===== src/rtl/oram_host_ingress_pkg.sv =====
// ----------------------------------------------------------------------------
// oram_host_ingress_pkg
//   Shared definitions for the ORAM host ingress stage:
//     - default geometry (address / block / beat / mask / command widths)
//     - first illegal program address for the optional address check
//     - command encodings and the read-class helper
//     - ingress state encodings
//     - beat-count derivation helpers
// ----------------------------------------------------------------------------
package oram_host_ingress_pkg;

    localparam int P_ORAMU      = 32;
    localparam int P_ORAMB      = 512;
    localparam int P_FEDWidth   = 64;
    localparam int P_DMWidth    = 8;
    localparam int P_BECMDWidth = 2;

    // First program address that is rejected when the address check is built in.
    localparam logic [63:0] MaxProgAddr = 64'd1 << 20;

    typedef enum logic [1:0] {
        CMD_Write   = 2'b00,
        CMD_Read    = 2'b01,
        CMD_Append  = 2'b10,
        CMD_ReadRmv = 2'b11
    } cmd_e;

    // WDROP / RZERO only become reachable when the address check is built in.
    typedef enum logic [2:0] {
        ST_IDLE  = 3'd0,
        ST_ISSUE = 3'd1,
        ST_WDATA = 3'd2,
        ST_RDATA = 3'd3,
        ST_WDROP = 3'd4,
        ST_RZERO = 3'd5
    } state_e;

    function automatic int beats_of(input int block_bits, input int beat_bits);
        return block_bits / beat_bits;
    endfunction

    // A single-beat block still gets a 1-bit counter so ports never collapse to zero width.
    function automatic int beat_cnt_width(input int beats);
        return (beats > 1) ? $clog2(beats) : 1;
    endfunction

    localparam int Beats = beats_of(P_ORAMB, P_FEDWidth);

    function automatic logic is_read_cmd(input logic [1:0] cmd);
        return (cmd_e'(cmd) == CMD_Read) || (cmd_e'(cmd) == CMD_ReadRmv);
    endfunction

endpackage


===== src/rtl/oram_beat_counter.sv =====
// ----------------------------------------------------------------------------
// oram_beat_counter
//   Modulo-BEATS beat counter shared by every data state of the ingress.
//   Ports:
//     clk_i   - system clock
//     rst_i   - asynchronous active-high reset (count -> 0)
//     clr_i   - synchronous clear, wins over enable
//     en_i    - count one beat handshake
//     last_o  - current count equals BEATS-1 (the beat in flight is the last)
// ----------------------------------------------------------------------------
module oram_beat_counter #(
    parameter int BEATS = 8,
    parameter int CNT_W = 3
) (
    input  logic clk_i,
    input  logic rst_i,
    input  logic clr_i,
    input  logic en_i,
    output logic last_o
);

    localparam logic [CNT_W-1:0] LAST_CNT = CNT_W'(BEATS - 1);

    logic [CNT_W-1:0] count_q;
    logic [CNT_W-1:0] count_d;

    assign last_o = (count_q == LAST_CNT);

    always_comb begin
        count_d = count_q;
        if (clr_i) begin
            count_d = '0;
        end else if (en_i) begin
            count_d = last_o ? '0 : count_q + CNT_W'(1);
        end
    end

    always_ff @(posedge clk_i or posedge rst_i) begin
        if (rst_i) begin
            count_q <= '0;
        end else begin
            count_q <= count_d;
        end
    end

endmodule


===== src/rtl/oram_host_ingress.sv =====
// ----------------------------------------------------------------------------
// oram_host_ingress
//   Upstream stage of the ORAM frontend. Accepts one host request at a time,
//   issues it on CmdIn/ProgAddrIn/WMaskIn, then either streams Beats write
//   beats host -> DataIn or Beats read beats ReturnData -> host. Exactly one
//   transaction is outstanding, so data streams never interleave.
//
//   Ports:
//     clk_i / rst_i                        clock, asynchronous active-high reset
//     HostCmd*_i/_o                        host command channel (valid/ready)
//     HostData*_i/_o                       host write-beat channel
//     HostResp*_i/_o                       read beats back to host
//     CmdIn*_i/_o, ProgAddrIn_o, WMaskIn_o command issue to the frontend
//     DataIn*_i/_o                         write beats to the frontend
//     ReturnData*_i/_o                     read beats from the frontend
//     Busy_o                               high whenever not idle
//     AddrError_o                          sticky illegal-address flag (only
//                                          with ORAM_INGRESS_ADDR_CHECK_EN)
//
//   Build option: define ORAM_INGRESS_ADDR_CHECK_EN to reject program
//   addresses >= MaxProgAddr. Rejected writes have their beats swallowed,
//   rejected reads return all-zero beats; nothing reaches the frontend.
// ----------------------------------------------------------------------------
module oram_host_ingress
    import oram_host_ingress_pkg::*;
#(
    parameter int ORAMU      = P_ORAMU,
    parameter int ORAMB      = P_ORAMB,
    parameter int FEDWidth   = P_FEDWidth,
    parameter int DMWidth    = P_DMWidth,
    parameter int BECMDWidth = P_BECMDWidth
) (
    input  logic                  clk_i,
    input  logic                  rst_i,

    input  logic                  HostCmdValid_i,
    output logic                  HostCmdReady_o,
    input  logic [BECMDWidth-1:0] HostCmd_i,
    input  logic [ORAMU-1:0]      HostAddr_i,
    input  logic [DMWidth-1:0]    HostWMask_i,

    input  logic                  HostDataValid_i,
    output logic                  HostDataReady_o,
    input  logic [FEDWidth-1:0]   HostData_i,

    output logic                  HostRespValid_o,
    input  logic                  HostRespReady_i,
    output logic [FEDWidth-1:0]   HostResp_o,

    output logic                  CmdInValid_o,
    input  logic                  CmdInReady_i,
    output logic [BECMDWidth-1:0] CmdIn_o,
    output logic [ORAMU-1:0]      ProgAddrIn_o,
    output logic [DMWidth-1:0]    WMaskIn_o,

    output logic                  DataInValid_o,
    input  logic                  DataInReady_i,
    output logic [FEDWidth-1:0]   DataIn_o,

    input  logic                  ReturnDataValid_i,
    output logic                  ReturnDataReady_o,
    input  logic [FEDWidth-1:0]   ReturnData_i,

    output logic                  Busy_o
`ifdef ORAM_INGRESS_ADDR_CHECK_EN
    ,
    output logic                  AddrError_o
`endif
);

    localparam int BEATS = beats_of(ORAMB, FEDWidth);
    localparam int CNT_W = beat_cnt_width(BEATS);

    state_e                  state_q;
    logic [BECMDWidth-1:0]   cmd_q;
    logic [ORAMU-1:0]        addr_q;
    logic [DMWidth-1:0]      wmask_q;
    logic                    cmd_valid_q;
    logic                    host_cmd_ready_q;

    logic                    beat_hs;
    logic                    beat_last;
    logic                    addr_illegal;

`ifdef ORAM_INGRESS_ADDR_CHECK_EN
    logic                    addr_err_q;
    assign addr_illegal = (64'(HostAddr_i) >= MaxProgAddr);
    assign AddrError_o  = addr_err_q;
`else
    assign addr_illegal = 1'b0;
`endif

    // One beat completes in whichever data state owns the stream.
    always_comb begin
        beat_hs = 1'b0;
        case (state_q)
            ST_WDATA: beat_hs = HostDataValid_i && DataInReady_i;
            ST_RDATA: beat_hs = ReturnDataValid_i && HostRespReady_i;
`ifdef ORAM_INGRESS_ADDR_CHECK_EN
            ST_WDROP: beat_hs = HostDataValid_i;
            ST_RZERO: beat_hs = HostRespReady_i;
`endif
            default:  beat_hs = 1'b0;
        endcase
    end

    // Held clear while idle so every transaction starts counting from zero.
    oram_beat_counter #(
        .BEATS (BEATS),
        .CNT_W (CNT_W)
    ) u_beat_counter (
        .clk_i  (clk_i),
        .rst_i  (rst_i),
        .clr_i  (state_q == ST_IDLE),
        .en_i   (beat_hs),
        .last_o (beat_last)
    );

    always_ff @(posedge clk_i or posedge rst_i) begin
        if (rst_i) begin
            state_q          <= ST_IDLE;
            cmd_q            <= '0;
            addr_q           <= '0;
            wmask_q          <= '0;
            cmd_valid_q      <= 1'b0;
            host_cmd_ready_q <= 1'b1;
`ifdef ORAM_INGRESS_ADDR_CHECK_EN
            addr_err_q       <= 1'b0;
`endif
        end else begin
            case (state_q)
                ST_IDLE: begin
                    if (HostCmdValid_i && host_cmd_ready_q) begin
                        cmd_q            <= HostCmd_i;
                        addr_q           <= HostAddr_i;
                        wmask_q          <= HostWMask_i;
                        host_cmd_ready_q <= 1'b0;
                        if (addr_illegal) begin
                            // Skip issue entirely; the host still sees a full-length stream.
                            state_q <= is_read_cmd(HostCmd_i) ? ST_RZERO : ST_WDROP;
`ifdef ORAM_INGRESS_ADDR_CHECK_EN
                            addr_err_q <= 1'b1;
`endif
                        end else begin
                            state_q     <= ST_ISSUE;
                            cmd_valid_q <= 1'b1;
                        end
                    end
                end
                ST_ISSUE: begin
                    if (CmdInReady_i) begin
                        cmd_valid_q <= 1'b0;
                        state_q     <= is_read_cmd(cmd_q) ? ST_RDATA : ST_WDATA;
                    end
                end
                ST_WDATA, ST_RDATA, ST_WDROP, ST_RZERO: begin
                    if (beat_hs && beat_last) begin
                        state_q          <= ST_IDLE;
                        host_cmd_ready_q <= 1'b1;
                    end
                end
                default: begin
                    state_q          <= ST_IDLE;
                    cmd_valid_q      <= 1'b0;
                    host_cmd_ready_q <= 1'b1;
                end
            endcase
        end
    end

    assign HostCmdReady_o = host_cmd_ready_q;
    assign CmdInValid_o   = cmd_valid_q;
    assign CmdIn_o        = cmd_q;
    assign ProgAddrIn_o   = addr_q;
    assign WMaskIn_o      = wmask_q;
    assign Busy_o         = (state_q != ST_IDLE);

    // Data channels are pure pass-through, gated to their owning state.
    assign DataInValid_o     = (state_q == ST_WDATA) && HostDataValid_i;
    assign DataIn_o          = HostData_i;
    assign HostDataReady_o   = ((state_q == ST_WDATA) && DataInReady_i) || (state_q == ST_WDROP);

    assign HostRespValid_o   = ((state_q == ST_RDATA) && ReturnDataValid_i) || (state_q == ST_RZERO);
    assign HostResp_o        = (state_q == ST_RDATA) ? ReturnData_i : '0;
    assign ReturnDataReady_o = (state_q == ST_RDATA) && HostRespReady_i;

endmodule


===== config.mk =====
export PLATFORM = sky130hd
export DESIGN_NAME = oram_host_ingress
export DESIGN_NICKNAME = d
export VERILOG_FILES = /design/src/rtl/oram_host_ingress_pkg.sv /design/src/rtl/oram_beat_counter.sv /design/src/rtl/oram_host_ingress.sv
export SDC_FILE = /design/constraint.sdc
export NUM_CORES = 1
export LEC_CHECK = 0
export BUFFER_PORTS_ARGS = -buffer_cell sky130_fd_sc_hd__buf_2
export CORE_AREA = 4 4 134 136
export CTS_CLUSTER_SIZE = 30
export DETAILED_ROUTE_END_ITERATION = 6
export DIE_AREA = 0 0 138 140
export SLEW_MARGIN = 20
export SYNTH_ARGS = -nofsm -noshare
export SYNTH_HDL_FRONTEND = slang
export SYNTH_SLANG_ARGS = --single-unit

===== constraint.sdc =====
create_clock -name clk_i -period 1.8 [get_ports clk_i]
set_clock_uncertainty 0.05 [all_clocks]
set_input_delay 0.09 -clock clk_i [delete_from_list [all_inputs] [get_ports clk_i]]
set_output_delay 0.09 -clock clk_i [all_outputs]
set_load 0.01 [all_outputs]

# ---- Word-level counts from Yosys, hierarchy flattened
# Cells that the tools add are included.
dict set report word_totals {
  word_cells 56
  regBits 50
}
dict set report classes {
  n_addsub 1
  reduce_logical 19
  muxes 16
  bitwise_logic 2
  n_eq_ne 11
}
# op count
set ops {}
lappend ops {{2-to-1 mux 64 bit} 1}
lappend ops {{2-to-1 mux 3 bit} 6}
lappend ops {{equality test 3 bit, second input constant} 3}
lappend ops {{one-hot mux 3 bit (3 select lines)} 1}
lappend ops {{AND reduction 3 bit} 3}
lappend ops {{logical AND 1 bit} 8}
lappend ops {{equality test 3 x 2 -> 1 bit, second input constant} 2}
lappend ops {{!= test 2 bit, second input constant} 3}
lappend ops {{one-hot mux 1 bit (3 select lines)} 2}
lappend ops {{2-to-1 mux 1 bit} 5}
lappend ops {{OR reduction 4 bit} 1}
lappend ops {{adder 3 x 1 -> 3 bit, second input constant} 1}
lappend ops {{equality test 3 x 1 -> 1 bit, second input constant} 1}
lappend ops {{zero test 3 bit} 1}
lappend ops {{logical OR 1 bit} 3}
lappend ops {{nonzero test 3 bit} 1}
lappend ops {{equality test 2 x 1 -> 1 bit, second input constant} 1}
lappend ops {{equality test 2 bit, second input constant} 1}
lappend ops {{NOT 1 bit} 2}
lappend ops {{one-hot mux 1 bit (2 select lines)} 1}
lappend ops {{AND reduction 2 bit} 1}
lappend ops {{nonzero test 2 bit} 1}

# ---- Logic depth before layout (Yosys ltp)
# Gate-level depths: netlist of the first run.
dict set report depth {
  word_depth 5
  ltp_mapped 6
}

# ---- Modules after synthesis
# A second synthesis of the first run with hierarchy kept.
dict set report unflattened {
  hier_cells 276
  hier_area_um2 3085.5
}
# mod cells_per_inst instances seq_area_each_um2 area_per_inst_um2
set modules_own_cells {}
lappend modules_own_cells {oram_host_ingress 263 1 1152.4 2930.3}
lappend modules_own_cells {oram_beat_counter 13 1 75.1 155.1}

# ---- Worst setup path before layout of the first run
# Ideal clock, no wire load.
dict set report synth_path {
  path_type {register to register}
  start {reg u_beat_counter.count_q[0]}
  end {reg u_beat_counter.count_q[0]}
  path_stages_with_launch 5
  arrival_time_ns 1.424
  t_required_ns 1.663
  setup_time_ns 0.087
  setup_slack_ns 0.240
  cell_sequence {dfrtp_1 > ha_1 > ha_1 > or4_1 > o211ai_1}
}
dict set report synth_via {
  elab_chain_cells 4
  elab_cells_between_ends 5
  cone_classes {1 x add/sub; 1 x eq/ne; 3 x mux}
}
# element line_no
set synth_lines {}
lappend synth_lines {{start, declared} oram_beat_counter.sv:24} ;# logic [CNT_W-1:0] count_q;
lappend synth_lines {{start signal, assigned} oram_beat_counter.sv:42} ;# count_q <= count_d;
lappend synth_lines {{adder 3 x 1 -> 3 bit / equality test 3 bit (equally long branches)} {oram_beat_counter.sv:34, oram_beat_counter.sv:27}}
lappend synth_lines {{2-to-1 mux 3 bit (*)} oram_beat_counter.sv:34} ;# count_d = last_o ? '0 : count_q + CNT_W'(1);
lappend synth_lines {{2-to-1 mux 3 bit (*)} oram_beat_counter.sv:33} ;# end else if (en_i) begin
lappend synth_lines {{2-to-1 mux 3 bit (*)} oram_beat_counter.sv:31} ;# if (clr_i) begin
# Every way passes the cells marked *; elsewhere a longest branch is shown, timed or not. The select of a mux whose other input is x is not followed.
# A chain may end at the register's enable or synchronous reset.

# ---- Worst setup path after layout of the first run
dict set report layout_path {
  start {reg u_beat_counter.count_q[0]}
  end {reg u_beat_counter.count_q[1]}
}
# The elaborated chain is that of the path after synthesis.

==> results of run 1 <==
cells by family after synthesis:
logic type	after synthesis	share of synthesized area
buf+inv	92	0.2087
mux	44	0.2013
flops	49	0.3841
simple gates	90	0.1688
fa+ha+maj	2	0.007830
compound gates	14	0.02937
through the flow:
stage	util	cells	power, W
final	0.2779	715	0.002593
after global routing	0.2779	715	0.002705
after global placement	0.2414	664	0.001446
after detailed placement	0.2414	664	0.001450
after CTS	0.2775	715	0.002636
after floorplan	-	291	0.001407
path summary, 6_finish.rpt:
kind                                      startpoint                        end  slack (ns)
setup / recovery           u_beat_counter.count_q[0]  u_beat_counter.count_q[1]        0.17
hold / removal                        HostCmdValid_i             HostCmdReady_o        0.03
setup reg to reg           u_beat_counter.count_q[0]  u_beat_counter.count_q[1]        0.17
hold reg to reg                      ProgAddrIn_o[7]            ProgAddrIn_o[7]        0.43
max in group asynchronous                      rst_i             HostCmdReady_o        1.07
min in group asynchronous                      rst_i            ProgAddrIn_o[8]        0.35
power by group:
part / switching [W] / internal [W] / total [W] / leakage (nW)
clock: 0.000398 / 0.000693 / 0.00109 / 0.0831
sequential: 0.0000206 / 0.00114 / 0.00116 / 0.660
combinational: 0.000127 / 0.000219 / 0.000346 / 2.09
worst max-delay path, stage by stage, from the launching register on:
cell	delay, ns
dfrtp_1	0.42
ha_1	0.21
ha_1	0.20
buf_4	0.16
nand3b_1	0.17
o221ai_1	0.20
o31a_1	0.16
area by class of cell:
| cell class | instances | area, sq um |
|---|---|---|
| inverter | 6 | 22.52 |
| clock buffer | 6 | 138.9 |
| fill | 1801 | 12230 |
| sequential | 49 | 1230 |
| timing repair buffer | 277 | 1692 |
| multi-input combinational | 150 | 1304 |
| clock inverter | 2 | 37.54 |
| tap | 225 | 281.5 |
flip-flops by register name, summed over array words and instances, names as in the netlist:
| name | flops |
|---|---|
| ProgAddrIn_o | 32 |
| CmdInValid_o | 1 |
| HostCmdReady_o | 1 |
| WMaskIn_o | 8 |
| CmdIn_o | 2 |
| u_beat_counter.count_q | 3 |
| state_q | 2 |
layer usage:
| layer | wire, um | share of wire | vias to the layer above | track usage |
|---|---|---|---|---|
| met4 | 183 | 0.015 | 2 | 0.03380 |
| met5 | 7 | 0.00058 | - | 0 |
| met1 | 4625 | 0.39 | 1316 | 0.1391 |
| met3 | 1129 | 0.094 | 36 | 0.04473 |
| li1 | - | - | 1336 | - |
| met2 | 6026 | 0.50 | 158 | 0.2032 |
cell usage after synthesis, drive strengths merged (2+ instances only):
master / count
inv: 6
nand2b: 2
nor2: 6
o21ai: 3
nand2: 4
nand3: 7
mux2: 42
mux2i: 2
ha: 2
clkbuf: 15
buf: 71
o211ai: 2
a21oi: 3
and3: 69
dfrtp: 48
timing repair:
action,CTS,global route
hold buffers,43,0
hold endpoints to repair,90,0
cloned,0,0
endpoints found under the setup margin,12,1
resized for setup,1,3
==> impl_metrics.csv, run 1 <==
group,metric,value,unit
sta,whs,0.03424,ns
sta,fin_crit_sh,0.9047,
finish,final_common_cell,"buf_2",
yosys,synth_top_area_share,0.3759,
clocking,worstSkewPairLatency,0.28,ns
floorplanning,start_util,0.1887,
sta,setup-tns-final,0,ns
pwr,p_per_area,551.0,nW/um^2
grt,grt_overflow,0,
yosys,yosys.area.top_type,"dfrtp_1",
sta,finalCriticalPeriod,1.628,ns
yosys,synth_edf_count,0,
yosys,synthTopCellsByArea,"dfrtp_1 (38%), mux2_4 (19%), buf_4 (15%)",
route,wl_per_cell,16.74,um
floorplanning,die_h,140,um
route,via_per_inst,3.983,
run_status,status,"finished, final reports clean",
hold_path,hold_class,"in2reg",
placement,pre_cts_slack,0.1448,ns
pwr,p_leak,2.833,nW
finish,design_area,4706,sq um
floorplanning,die-area,19320,sq um
clocking,clk_path_buf_depth,2,
grt,antenna_found_initial,1,
pwr,peakVddDrop,0.0003535,V
floorplanning,die_x,138,um
critical_path,endpoint_kind,"register",
floorplanning,core_area,16940,sq um
floorplanning,io_pins,355,
route,drtIter0Drc,73,
clocking,cts.sinks,49,
grt,grt_pass1_wl,18570,um
yosys,synthCells,291,
yosys,yosys_warnings,0,
critical_path,cp.required,1.98,ns
finish,layout_common_cells,"buf_2 (226), and3_1 (68), dfrtp_1 (46)",
yosys,syn_avg_cell_area,10.98,sq um
grt,grt_start_max_net_pins,80,
finish,area_growth,47.26,%
sta,clock.fmax,614.1,MHz
sta,rsz0062_at_grt,"no",
clocking,post_cts_buffers,0,
clocking,htree_levels,2,
sta,tightest_slew,0.3593,ns
hold_path,hold_depth,3,
clocking,cts_root_buffer,"clkbuf_16",
sta,finalHoldViolations,0,
clocking,cts_tree,"done",
sta,layout_setup_ws,0.1716,ns
critical_path,crit_type,"reg2reg",
critical_path,critPathMaxFanout,5,
yosys,synth_nets,471,
placement,dpl_cell_area,4089,sq um
placement,dp_hpwl,8980,um
route,wl,11970,um
finish,insertedDiodeCount,0,
sta,drv_slew,0,
yosys,synth_flop_cell,"dfrtp_1",
floorplanning,num_rows,48,
finish,drive_gt1_frac,0.5898,
finish,fin_nets,669,
route,ant_nets,0,
sta,slew_headroom,0.7579,
critical_path,cp.arrival,1.80,ns
clocking,clk_pin_slew,0.06,ns
grt,grtUsageTotal,0.1186,
yosys,synth_area,3196,sq um
route,drt-pass1-iter-count,6,
sta,finalSetupViolCount,0,
yosys,ys_seq_elements,49,
grt,grt_pass1_vias,3074,
placement,place_congestion,0.7512,
clocking,cts_buffers,5,
job,cap_violations,0,
placement,io_buffers,226,
critical_path,startpoint_type,"register",
yosys,synthArstFlopShare,1.000,
critical_path,worstRegToRegCells,6,
route,vias,2848,
yosys,synth_seq_area_share,0.3841,
yosys,ys_types,30,
route,drc_errors,0,
Note: power is estimated with default switching activity, not from simulation.
==> run 2: changes to the inputs <==
--- a/config.mk
+++ b/config.mk
@@ -10,6 +10,7 @@
 export CTS_CLUSTER_SIZE = 30
 export DETAILED_ROUTE_END_ITERATION = 6
 export DIE_AREA = 0 0 138 140
+export MAX_ROUTING_LAYER = met4
 export SLEW_MARGIN = 20
 export SYNTH_ARGS = -nofsm -noshare
 export SYNTH_HDL_FRONTEND = slang
==> impl_metrics.csv, run 2 (synthesis gave the netlist of run 1 again) <==
group,metric,value,unit
route,drc_errors,0,
pwr,p_leak,2.833,nW
floorplanning,die_h,140,um
route,ant_nets,0,
critical_path,crit_type,"reg2reg",
route,via_per_inst,3.990,
finish,layout_common_cells,"buf_2 (226), and3_1 (68), dfrtp_1 (46)",
sta,clock.fmax,614.3,MHz
pwr,intPower,0.002047,W
critical_path,path_cells,"ha_1 -> ha_1 -> buf_4 -> nand3b_1 -> o221ai_1 -> o31a_1",
clocking,worstSkewPairLatency,0.28,ns
floorplanning,num_rows,48,
floorplanning,die-area,19320,sq um
grt,grt_pass1_wl,18580,um
critical_path,worstRegToRegCells,6,
sta,finalSetupViolCount,0,
pwr,power_frac_seq,0.446,
grt,grt_pass1_vias,3075,
clocking,htree_levels,2,
sta,rsz0062_at_grt,"no",
finish,largest_reg_flops,32,
critical_path,critPathBufInv,1,
route,drtIter0Drc,80,
clocking,clk_pin_slew,0.06,ns
route,drt-pass1-iter-count,6,
grt,antenna_found_initial,1,
critical_path,timing.rr.start,"u_beat_counter.count_q[0]",
clocking,post_cts_buffers,0,
route,wl,11990,um
critical_path,endpoint_kind,"register",
pwr,switching_share,0.2100,
hold_path,hold_class,"in2reg",
job,cap_violations,0,
critical_path,cpMostUsedCell,"ha_1",
sta,finalCriticalPeriod,1.628,ns
clocking,clk_path_buf_depth,2,
finish,finish.utilization,0.2780,
clocking,cts.sinks,49,
floorplanning,io_pins,355,
pwr,peakVddDrop,0.0003535,V
hold_path,hold_path.startpoint,"HostCmdValid_i",
floorplanning,core_area,16940,sq um
placement,dp_hpwl,8980,um
hold_path,hold_depth,3,
clocking,cts_buffers,5,
pwr,switchingPower,0.0005442,W
pwr,comb_power_share,0.134,
pwr,clockPowerShare,0.420,
finish,drive_gt1_frac,0.5898,
critical_path,cp_top_family,"flip-flops",
grt,grtUsageTotal,0.1222,
finish,area_growth,47.34,%
critical_path,ff2ff_setup_slack,0.17,ns
route,wl_per_cell,16.74,um
critical_path,cp.required,1.98,ns
critical_path,r2r-end,"u_beat_counter.count_q[1]",
critical_path,startpoint_type,"register",
sta,drv_slew,0,
critical_path,crit_path_top_delay_cell,"dfrtp_1",
clocking,cts_tree,"done",
sta,fin_crit_sh,0.9043,
critical_path,slowest_delay,0.42,ns
clocking,cts_root_buffer,"clkbuf_16",
pwr,p_per_area,550.4,nW/um^2
floorplanning,start_util,0.1887,
sta,slew_headroom,0.7500,
critical_path,critPathMaxFanout,5,
grt,grt_overflow,0,
route,vias,2857,
floorplanning,die_x,138,um
sta,tightest_slew,0.3750,ns
run_status,status,"finished, final reports clean",
finish,fin_nets,669,
sta,finalHoldViolations,0,
critical_path,cp.arrival,1.80,ns
finish,final_common_cell,"buf_2",
sta,setup-tns-final,0,ns
placement,place_congestion,0.7609,
grt,grt_start_max_net_pins,80,
placement,io_buffers,226,
hold_path,worstHoldEndpoint,"HostCmdReady_o",
run 2: timing repair:
item,CTS,global route
endpoints found under the setup margin,12,1
hold buffers,43,0
hold endpoints to repair,90,0
resized for setup,1,3
run 2: worst min-delay path: cells and delay by family:
| family | cells | cell delay (ns) |
|---|---|---|
| compound gates | 2 | 0.17 |
| buf+inv | 1 | 0.11 |
run 2: power by group through the flow:
stage | Clock (W) | Sequential, W | Combinational, W
after CTS | 0.00113 | 0.00116 | 0.000351
after global placement | 0 | 0.00118 | 0.000271
after global routing | 0.00117 | 0.00116 | 0.000378
after detailed placement | 0 | 0.00118 | 0.000275
after floorplan | 0 | 0.00119 | 0.000218
final | 0.00109 | 0.00116 | 0.000346
run 2: cell type report:
class / instances / area (sq um)
fill: 1800 / 12230
timing repair buffer: 277 / 1692
multi-input combinational: 150 / 1304
sequential: 49 / 1230
tap: 225 / 281.5
clock buffer: 6 / 138.9
clock inverter: 2 / 37.54
inverter: 6 / 22.52
antenna: 1 / 2.502
run 2: worst max-delay path by stage:
stage / start / to / slack (ns) / depth (start not counted)
after floorplan: u_beat_counter.count_q[0] / u_beat_counter.count_q[0] / 0.24 / 4
after global placement: state_q[0] / u_beat_counter.count_q[0] / 0.21 / 4
after detailed placement: state_q[0] / u_beat_counter.count_q[0] / 0.14 / 4
after CTS: state_q[0] / DataInValid_o / 0.09 / 4
after global routing: u_beat_counter.count_q[0] / u_beat_counter.count_q[1] / 0.02 / 6
final: u_beat_counter.count_q[0] / u_beat_counter.count_q[1] / 0.17 / 6
run 2: through the flow:
stage / area, sq um / instances / power, W / hold slack [ns] / setup slack, ns
floorplan: 3196 / 291 / 0.001407 / 0.1747 / 0.2397
global placement: 4089 / 664 / 0.001446 / 0.1057 / 0.2140
detailed placement: 4089 / 664 / 0.001450 / 0.1076 / 0.1448
CTS: 4700 / 715 / 0.002636 / 0.02385 / 0.08845
global route: 4708 / 716 / 0.002705 / 0.03850 / 0.02416
finish: 4708 / 716 / 0.002592 / 0.03365 / 0.1722
run 2: metal layers:
metal / up-vias / part of all wire / track usage
li1: 1336 / - / -
met1: 1329 / 0.39 / 0.1410
met2: 157 / 0.50 / 0.2032
met3: 35 / 0.090 / 0.04199
met4: 0 / 0.019 / 0.03380
met5: - / 0 / -
==> run 3: changes to the inputs <==
--- a/config.mk
+++ b/config.mk
@@ -6,11 +6,14 @@
 export NUM_CORES = 1
 export LEC_CHECK = 0
 export BUFFER_PORTS_ARGS = -buffer_cell sky130_fd_sc_hd__buf_2
+export CELL_PAD_IN_SITES_DETAIL_PLACEMENT = 1
+export CELL_PAD_IN_SITES_GLOBAL_PLACEMENT = 1
 export CORE_AREA = 4 4 134 136
 export CTS_CLUSTER_SIZE = 30
 export DETAILED_ROUTE_END_ITERATION = 6
 export DIE_AREA = 0 0 138 140
 export MAX_ROUTING_LAYER = met4
+export PLACE_DENSITY_LB_ADDON = 0.1
 export SLEW_MARGIN = 20
 export SYNTH_ARGS = -nofsm -noshare
 export SYNTH_HDL_FRONTEND = slang
==> impl_metrics.csv, run 3 (synthesis gave the netlist of run 1 again) <==
group,metric,value,unit
clocking,cts_root_buffer,"clkbuf_16",
critical_path,crit_path_end,"HostResp_o[50]",
finish,seq_area,1230,sq um
pwr,switchingPower,0.0005969,W
clocking,htree_levels,2,
grt,grt_overflow,0,
route,vias,2866,
placement,dpl_cell_area,4076,sq um
finish,design_area,4661,sq um
sta,clock.fmax,614.1,MHz
route,drt-pass1-iter-count,4,
floorplanning,core_area,16940,sq um
critical_path,timing.rr.start,"u_beat_counter.count_q[0]",
clocking,clk_path_buf_depth,2,
clocking,cts_buffers,5,
finish,insertedDiodeCount,0,
grt,grt_pass1_vias,3196,
pwr,power_frac_seq,0.466,
grt,grt_start_max_net_pins,79,
pwr,comb_power_share,0.140,
finish,multi_input_area,1301,sq um
sta,tightest_slew,0.5724,ns
sta,finalHoldViolations,0,
pwr,p_per_area,530.0,nW/um^2
finish,largest_reg_flops,32,
grt,antenna_found_initial,0,
placement,pre_cts_slack,0.1807,ns
sta,rsz0062_at_grt,"no",
pwr,peakVddDrop,0.0002841,V
critical_path,cp.arrival,1.49,ns
route,wl,11790,um
critical_path,critical_path.startpoint,"state_q[0]",
sta,whs,0.02041,ns
clocking,cts.sinks,49,
critical_path,path_cells,"buf_8 -> buf_6 -> and3_1 -> buf_2",
floorplanning,num_rows,48,
finish,n_fill_cell,2005,
route,via_per_inst,4.008,
sta,slew_headroom,0.6178,
sta,setup-tns-final,0,ns
sta,fin_crit_sh,0.9047,
sta,finalCriticalPeriod,1.628,ns
job,cap_violations,0,
floorplanning,die_x,138,um
placement,io_buffers,226,
clocking,cts_tree,"done",
critical_path,startpoint_type,"register",
critical_path,r2r-end,"u_beat_counter.count_q[0]",
run_status,status,"finished, final reports clean",
floorplanning,die-area,19320,sq um
finish,finish.utilization,0.2752,
floorplanning,die_h,140,um
finish,area_growth,45.85,%
critical_path,ff2ff_setup_slack,0.17,ns
grt,grtUsageTotal,0.1220,
critical_path,crit_path_top_delay_cell,"dfrtp_2",
floorplanning,io_pins,355,
hold_path,hold_depth,3,
finish,fin_nets,669,
hold_path,hold_class,"in2reg",
clocking,worstSkewPairLatency,0.29,ns
floorplanning,start_util,0.1887,
critical_path,crit_type,"reg2out",
critical_path,critPathMaxFanout,47,
critical_path,slowest_delay,0.39,ns
hold_path,hold_path.startpoint,"CmdInReady_i",
critical_path,cp.required,1.66,ns
route,ant_nets,0,
pwr,switching_share,0.2416,
sta,layout_setup_ws,0.1715,ns
critical_path,worstRegToRegCells,4,
critical_path,endpoint_kind,"primary output",
clocking,clk_pin_slew,0.07,ns
finish,drive_gt1_frac,0.5857,
finish,final_common_cell,"buf_2",
grt,grt_pass1_wl,18670,um
finish,layout_common_cells,"buf_2 (226), and3_1 (68), dfrtp_1 (46)",
placement,place_congestion,0.7441,
route,drtIter0Drc,78,
pwr,p_leak,2.819,nW
sta,drv_slew,0,
pwr,clockPowerShare,0.394,
placement,dp_hpwl,8950,um
route,drc_errors,0,
route,wl_per_cell,16.49,um
sta,finalSetupViolCount,0,
pwr,intPower,0.001873,W
## run 3: what timing repair did
action | 4_1_cts | 5_1_grt
buffers inserted | 0 | 0
endpoints found under the hold margin | 63 | 0
setup endpoints to repair | 31 | 31
hold buffers | 43 | 0
resized for setup | 1 | 2
## run 3: critical path, delay by kind of cell, from the launching register on
kind	cells	cell delay [ns]
flops	1	0.39
simple gates	1	0.18
buf+inv	3	0.60
## run 3: worst min path at each step
stage                            endpoint  slack, ns
after global routing           state_q[1]       0.03
final                          state_q[1]       0.02
after global placement       DataIn_o[17]       0.13
after floorplan           ProgAddrIn_o[6]       0.17
after detailed placement     DataIn_o[17]       0.13
after CTS                  HostCmdReady_o       0.01
## run 3: metrics by stage
stage	total power [W]	std cells
3_3_place_gp	0.001444	664
6_report	0.002470	715
2_1_floorplan	0.001407	291
5_1_grt	0.002616	715
4_1_cts	0.002530	715
3_5_place_dp	0.001449	664
## run 3: cell type report
| type | instances | share of cell area |
|---|---|---|
| repair buffers | 277 | 0.3611 |
| multi-input cells | 150 | 0.2792 |
| flip-flops and latches | 49 | 0.2639 |
| well taps | 225 | 0.06040 |
| clock buffers | 6 | 0.02765 |
| inverters | 6 | 0.004832 |
| clock inverters | 2 | 0.002953 |
## run 3: power groups by stage
stage	combinational (W)	sequential [W]	clock, W
finish	0.000345	0.00115	0.000973
global route	0.000380	0.00116	0.00108
CTS	0.000352	0.00115	0.00102
detailed placement	0.000276	0.00117	0
global placement	0.000272	0.00117	0
floorplan	0.000218	0.00119	0
## run 3: routing by layer
metal / routed length [um] / global-route usage
met5: 0 / -
met4: 210 / 0.03380
met3: 861 / 0.03585
met2: 5949 / 0.2061
met1: 4770 / 0.1420
